==> src/rtl/pc_ir_unit_if.sv <==
// Memory handshake bundle between pc_ir_unit (master) and a variable-latency memory (slave).
interface pc_ir_unit_if #(
    parameter int WIDTH = 32
) ();
    logic             mem_req;
    logic             mem_we;
    logic [WIDTH-1:0] mem_addr;
    logic [WIDTH-1:0] mem_wdata;
    logic             mem_ack;
    logic [WIDTH-1:0] mem_rdata;

    modport master (
        output mem_req, mem_we, mem_addr, mem_wdata,
        input  mem_ack, mem_rdata
    );

    modport slave (
        input  mem_req, mem_we, mem_addr, mem_wdata,
        output mem_ack, mem_rdata
    );
endinterface

==> src/rtl/pc_ir_unit.sv <==
// Multicycle MIPS PC / IR / MDR stage turning controller strobes into a req/ack memory handshake.
// Optional PC alignment checking is enabled by defining PC_ALIGN_CHECK_EN.
module pc_ir_unit #(
    parameter int               WIDTH    = 32,
    parameter logic [WIDTH-1:0] RESET_PC = 32'h0000_0000
) (
    input  logic             clock,
    input  logic             reset,
    input  logic             PCWrite,
    input  logic             BranchEQ,
    input  logic             BranchNE,
    input  logic             IRWrite,
    input  logic             IorD,
    input  logic             MemWrite,
    input  logic [1:0]       PCSrc,
    input  logic             Zero,
    input  logic [WIDTH-1:0] ALUResult,
    input  logic [WIDTH-1:0] ALUOut,
    input  logic [WIDTH-1:0] WriteData,
    pc_ir_unit_if.master     mem,
    output logic             stall,
    output logic [WIDTH-1:0] PC,
    output logic [WIDTH-1:0] Instr,
    output logic [WIDTH-1:0] Data,
    output logic [5:0]       opcode,
    output logic             misaligned
);

    typedef enum logic [1:0] {
        S_IDLE = 2'd0,
        S_BUSY = 2'd1,
        S_DONE = 2'd2
    } state_t;

    state_t           r_state;
    logic             r_ir_sel;
    logic             r_mem_req;
    logic             r_mem_we;
    logic [WIDTH-1:0] r_mem_addr;
    logic [WIDTH-1:0] r_mem_wdata;
    logic [WIDTH-1:0] r_pc;
    logic [WIDTH-1:0] r_instr;
    logic [WIDTH-1:0] r_data;
    logic             r_misaligned;

    logic             w_access;
    logic             w_stall;
    logic             w_pc_en;
    logic             w_next_valid;
    logic             w_align_fault;
    logic             w_load_pc;
    logic [WIDTH-1:0] w_addr;
    logic [WIDTH-1:0] w_next_pc;

    // Access detection, stall and next-PC selection
    always_comb begin
        w_access     = IRWrite | IorD;
        w_addr       = IorD ? ALUOut : r_pc;
        w_stall      = w_access & (r_state != S_DONE);
        w_pc_en      = (PCWrite | (BranchEQ & Zero) | (BranchNE & ~Zero)) & ~w_stall;
        w_next_pc    = r_pc;
        w_next_valid = 1'b0;
        case (PCSrc)
            2'b00: begin
                w_next_pc    = ALUResult;
                w_next_valid = 1'b1;
            end
            2'b01: begin
                w_next_pc    = ALUOut;
                w_next_valid = 1'b1;
            end
            2'b10: begin
                w_next_pc    = {r_pc[WIDTH-1:28], r_instr[25:0], 2'b00};
                w_next_valid = 1'b1;
            end
            default: begin
                w_next_pc    = r_pc;
                w_next_valid = 1'b0;
            end
        endcase
`ifdef PC_ALIGN_CHECK_EN
        w_align_fault = w_pc_en & w_next_valid & (w_next_pc[1:0] != 2'b00);
`else
        w_align_fault = 1'b0;
`endif
        w_load_pc = w_pc_en & w_next_valid & ~w_align_fault;
    end

    // Memory handshake FSM with IR / MDR capture on ack
    always_ff @(posedge clock or posedge reset) begin
        if (reset) begin
            r_state     <= S_IDLE;
            r_ir_sel    <= 1'b0;
            r_mem_req   <= 1'b0;
            r_mem_we    <= 1'b0;
            r_mem_addr  <= {WIDTH{1'b0}};
            r_mem_wdata <= {WIDTH{1'b0}};
            r_instr     <= {WIDTH{1'b0}};
            r_data      <= {WIDTH{1'b0}};
        end else begin
            case (r_state)
                S_IDLE: begin
                    if (w_access) begin
                        r_mem_addr  <= w_addr;
                        r_mem_we    <= MemWrite;
                        r_mem_wdata <= WriteData;
                        r_ir_sel    <= IRWrite;
                        r_mem_req   <= 1'b1;
                        r_state     <= S_BUSY;
                    end else begin
                        r_state <= S_IDLE;
                    end
                end
                S_BUSY: begin
                    // Request outputs stay frozen until the ack arrives
                    if (mem.mem_ack) begin
                        r_mem_req <= 1'b0;
                        r_state   <= S_DONE;
                        if (!r_mem_we) begin
                            if (r_ir_sel) begin
                                r_instr <= mem.mem_rdata;
                            end else begin
                                r_data <= mem.mem_rdata;
                            end
                        end
                    end else begin
                        r_state <= S_BUSY;
                    end
                end
                S_DONE: begin
                    r_state <= S_IDLE;
                end
                default: begin
                    r_mem_req <= 1'b0;
                    r_state   <= S_IDLE;
                end
            endcase
        end
    end

    // Program counter and sticky alignment flag
    always_ff @(posedge clock or posedge reset) begin
        if (reset) begin
            r_pc         <= RESET_PC;
            r_misaligned <= 1'b0;
        end else begin
            if (w_load_pc) begin
                r_pc <= w_next_pc;
            end
            r_misaligned <= r_misaligned | w_align_fault;
        end
    end

    assign mem.mem_req   = r_mem_req;
    assign mem.mem_we    = r_mem_we;
    assign mem.mem_addr  = r_mem_addr;
    assign mem.mem_wdata = r_mem_wdata;
    assign stall         = w_stall;
    assign PC            = r_pc;
    assign Instr         = r_instr;
    assign Data          = r_data;
    assign opcode        = r_instr[WIDTH-1:WIDTH-6];
    assign misaligned    = r_misaligned;

endmodule

==> src/flat_wrapper.sv <==
// flat-port wrapper written by rule: the top's interface ports become plain ports
module pc_ir_unit_flat 
#(
    parameter int               WIDTH    = 32,
    parameter logic [WIDTH-1:0] RESET_PC = 32'h0000_0000
)
  (clock, reset, PCWrite, BranchEQ, BranchNE, IRWrite, IorD, MemWrite, PCSrc, Zero, ALUResult, ALUOut, WriteData, stall, PC, Instr, Data, opcode, misaligned, mem_mem_req, mem_mem_we, mem_mem_addr, mem_mem_wdata, mem_mem_ack, mem_mem_rdata);
  pc_ir_unit_if #(.WIDTH(WIDTH)) mem_i ();
  input  logic clock;
  input  logic reset;
  input  logic PCWrite;
  input  logic BranchEQ;
  input  logic BranchNE;
  input  logic IRWrite;
  input  logic IorD;
  input  logic MemWrite;
  input  logic [1:0] PCSrc;
  input  logic Zero;
  input  logic [WIDTH-1:0] ALUResult;
  input  logic [WIDTH-1:0] ALUOut;
  input  logic [WIDTH-1:0] WriteData;
  output logic stall;
  output logic [WIDTH-1:0] PC;
  output logic [WIDTH-1:0] Instr;
  output logic [WIDTH-1:0] Data;
  output logic [5:0] opcode;
  output logic misaligned;
  output wire logic [$bits(mem_i.mem_req)-1:0] mem_mem_req;
  output wire logic [$bits(mem_i.mem_we)-1:0] mem_mem_we;
  output wire logic [$bits(mem_i.mem_addr)-1:0] mem_mem_addr;
  output wire logic [$bits(mem_i.mem_wdata)-1:0] mem_mem_wdata;
  input wire logic [$bits(mem_i.mem_ack)-1:0] mem_mem_ack;
  input wire logic [$bits(mem_i.mem_rdata)-1:0] mem_mem_rdata;
  assign mem_mem_req = mem_i.mem_req;
  assign mem_mem_we = mem_i.mem_we;
  assign mem_mem_addr = mem_i.mem_addr;
  assign mem_mem_wdata = mem_i.mem_wdata;
  assign mem_i.mem_ack = mem_mem_ack;
  assign mem_i.mem_rdata = mem_mem_rdata;
  pc_ir_unit #(.WIDTH(WIDTH), .RESET_PC(RESET_PC)) u_core (.clock(clock), .reset(reset), .PCWrite(PCWrite), .BranchEQ(BranchEQ), .BranchNE(BranchNE), .IRWrite(IRWrite), .IorD(IorD), .MemWrite(MemWrite), .PCSrc(PCSrc), .Zero(Zero), .ALUResult(ALUResult), .ALUOut(ALUOut), .WriteData(WriteData), .mem(mem_i), .stall(stall), .PC(PC), .Instr(Instr), .Data(Data), .opcode(opcode), .misaligned(misaligned));
endmodule
==> config.mk <==
export PLATFORM = sky130hd
export DESIGN_NAME = pc_ir_unit_flat
export DESIGN_NICKNAME = d
export VERILOG_FILES = /design/src/rtl/pc_ir_unit_if.sv /design/src/rtl/pc_ir_unit.sv /design/src/flat_wrapper.sv
export SDC_FILE = /design/constraint.sdc
export NUM_CORES = 1
export LEC_CHECK = 0
export ABC_AREA = 1
export BUFFER_PORTS_ARGS = -buffer_cell sky130_fd_sc_hd__buf_4
export CORE_UTILIZATION = 31
export DETAILED_ROUTE_END_ITERATION = 8
export HOLD_SLACK_MARGIN = 0.03
export PLACE_DENSITY_LB_ADDON = 0.05
export REMOVE_ABC_BUFFERS = 1
export SYNTH_ARGS = -nofsm -noshare
export SYNTH_HDL_FRONTEND = slang
export SYNTH_SLANG_ARGS = --single-unit
==> constraint.sdc <==
create_clock -name clock -period 6.4 [get_ports clock]
set_input_delay 0.32 -clock clock [delete_from_list [all_inputs] [get_ports clock]]
set_output_delay 0.32 -clock clock [all_outputs]
set_load 0.01 [all_outputs]
==> metrics <==
peak supply drop about 0.20 mV; worst skew pair latency around 420 ps; Worst Hold Class primary input to flip-flop; final HPWL from detailed placement 15900 um; CTS sink cnt roughly 170; Worst R2R End u_core.mem.mem_addr[26]$_DFFE_PP0P_; Die Area between 20000 and 25000 um^2; post-synthesis sequential area ratio 0.566; Total Wirelength ~23000 um; vias in the first global route between 6000 and 7000; placed inst area a little under 10000 um^2; final worst slack around 3500 ps; routing usage on met3 0.0669; worst r2r src u_core.r_state[1]$_DFF_PP0_; total CTS buffers 17; Post-CTS Setup Bufs 0; CTS max path bufs 2; Stages on worst setup path 8; fin crit share 0.458; Port Buf Inserts between 300 and 400; Crit path largest cell delay ~800 ps; max-slew violations 0; Worst-path clk slew around 70 ps; share of layout cells above drive strength 1 0.305; R2R cell count 6; met1 usage 0.254; total grt overflow 0; WS Path Type primary input to flip-flop; Max Fanout on Critical Path 70; met2 Usage GRT 0.311; FILL cells ~2400; num rows 55; DR WL/cell around 16 um; DIE WIDTH approximately 160 um; slowest CP cell inv_2; GR Util All Layers 0.194; Cells after Synth 879; clk_skew 10.0 ps; fin nets approximately 1300; yosys warns 0; Worst path top cell family by delay buffers and inverters; PD cells 477 nW/um^2; # H-tree levels 4; CTS tree built; Die Y-Extent 155 um; fmax 341 MHz; initial antenna violation count 0; post-synthesis simple-gate area fraction 0.245; CP Cell Sequence buf_4 > inv_2 > nand2_2 > nand3_4 > inv_2 > buf_4 > o211ai_1 > nand2_1; final hold vios 0; hold buffers post-CTS 0; Lkg Pwr roughly 5.5 nW; Slew @ Worst Pin about 1100 ps; CP required 6750 ps; number of max-cap violations 0; GRT Max-Usage Layer met2; Final Cell Area 10300 um^2; I/O pins between 300 and 400; iteration-0 DRC count of the detailed router around 310; Place WS between 2000 and 3000 ps; post-cts resize count 0; root buffer cell clkbuf_16; CP startpoint kind primary input; gpl congestion roughly 0.74; largest net degree at the start of global routing approximately 100; first-pass GRT wire length between 30000 and 40000 um; Residual DRC 0; Compound-Gate Fraction of Synth Area 0.0988; CP Launch Point IorD; Worst Setup End Kind flip-flop; flop2flop setup slack between 3000 and 4000 ps; Mapped Area 7300 um^2; via count 6568; vias per std cell ~4.4; XOR/XNOR share of the synthesized area 0; WHS 91.0 ps; Area Growth Syn to Fin 41.4%; Fin Setup TNS 0 ps; Buf/Inv on CP 4; core box area 22800 um^2; Syn Area/Cell 8.30 um^2; Initial Utilization 0.319; run status finished clean; relative slew slack 0.294; Min Clock Period, post-route 2930 ps; WP data arrival approximately 3300 ps; final setup fails 0; first drt pass iteration count 5; antenna-violating nets left 0; post-synthesis adder-cell area fraction 0.00686; largest family of logic cells by synthesized area simple AND/OR/NAND/NOR gates; Ant. Diodes 0; multiplexer share of the synthesized area 0; RSZ-0062 raised after global routing false; total power a little under 5 mW; Yosys reg bits roughly 170; Yosys cell types 23; Worst setup endpoint u_core.mem.mem_addr[26]$_DFFE_PP0P_
## metal layers
metal  share of wire  wire length, um
met1            0.44            10200
met2            0.47            10800
met3           0.083             1910
met4          0.0071              163
met5               0                0
## worst min path at each step
stage	cells after the start	to	start
floorplan	2	u_core.mem.mem_wdata[0]$_DFFE_PP0P_	WriteData[0]
global placement	2	u_core.mem.mem_wdata[20]$_DFFE_PP0P_	u_core.mem.mem_wdata[20]$_DFFE_PP0P_
detailed placement	2	u_core.Data[28]$_DFFE_PP0P_	u_core.Data[28]$_DFFE_PP0P_
CTS	3	u_core.mem.mem_wdata[29]$_DFFE_PP0P_	WriteData[29]
global route	3	u_core.mem.mem_wdata[13]$_DFFE_PP0P_	WriteData[13]
finish	3	u_core.mem.mem_wdata[15]$_DFFE_PP0P_	WriteData[15]
## Yosys cell counts
library cell  count  area, um^2
a21oi_1          30         150
buf_2            21         105
buf_4            21         158
buf_6             1        11.3
clkbuf_1         10        37.5
clkinv_1          1        3.75
conb_1            1        3.75
dfrtp_1         165        4130
ha_1              4        50.1
inv_1            74         278
inv_2             4        15.0
nand2_1         371        1390
nand2_2           3        18.8
nand3_1          34         170
nand3_4           1        17.5
nand4_1           1        6.26
nor2_1           35         131
nor2_4            2        22.5
nor3_4            1        16.3
o211ai_1         32         240
o21ai_0          48         240
o21ai_1          18        90.1
or2_4             1        8.76
## registers in the layout (all words and copies together) (netlist names)
signal,flops
u_core.r_ir_sel,1
u_core.PC,32
u_core.mem.mem_req,1
u_core.mem.mem_wdata,32
u_core.r_state,2
u_core.mem.mem_addr,32
u_core.mem.mem_we,1
u_core.Instr,32
u_core.Data,32
## kinds of logic (layout without fill, tap and decap cells)
kind of cell,Yosys count,after routing
simple gates,449,449
flops,165,165
buf+inv,132,425
compound gates,128,128
fa+ha+maj,4,4
other cells,1,1
## layout make-up
class | instances | area [um^2] | share of cell area
repair buffers | 314 | 2360 | 0.228
clock inverters | 13 | 148 | 0.0143
clock buffers | 19 | 433 | 0.0420
inverters | 79 | 302 | 0.0292
well taps | 313 | 392 | 0.0380
flip-flops and latches | 165 | 4130 | 0.400
multi-input cells | 582 | 2560 | 0.248
## through the flow
stage	util	instances
2_1_floorplan	-	826
3_3_place_gp	0.426	1453
3_5_place_dp	0.426	1453
4_1_cts	0.452	1485
5_1_grt	0.452	1485
6_report	0.452	1485
## power breakdown
part / switching (mW) / internal [mW]
clock: 0.453 / 0.581
sequential: 0.310 / 1.53
combinational: 1.09 / 0.950
total: 1.85 / 3.06
## worst min-delay path: stages
cell and delay [ps]:
buf_4 80, nand2_1 40, nand2_1 40
## cell usage in the layout (no fill, tap or decap), types with 3 or more instances in the layout
master        n
a21oi_1      30
buf_4       314
clkbuf_16    17
clkinvlp_4    4
dfrtp_1     165
ha_1          4
inv_1        73
inv_2         4
inv_6         5
nand2_1     371
nand2_2       3
nand3_1      34
nor2_1       35
o211ai_1     32
o21ai_0      48
o21ai_1      18
(Power assumes the default switching activity.)
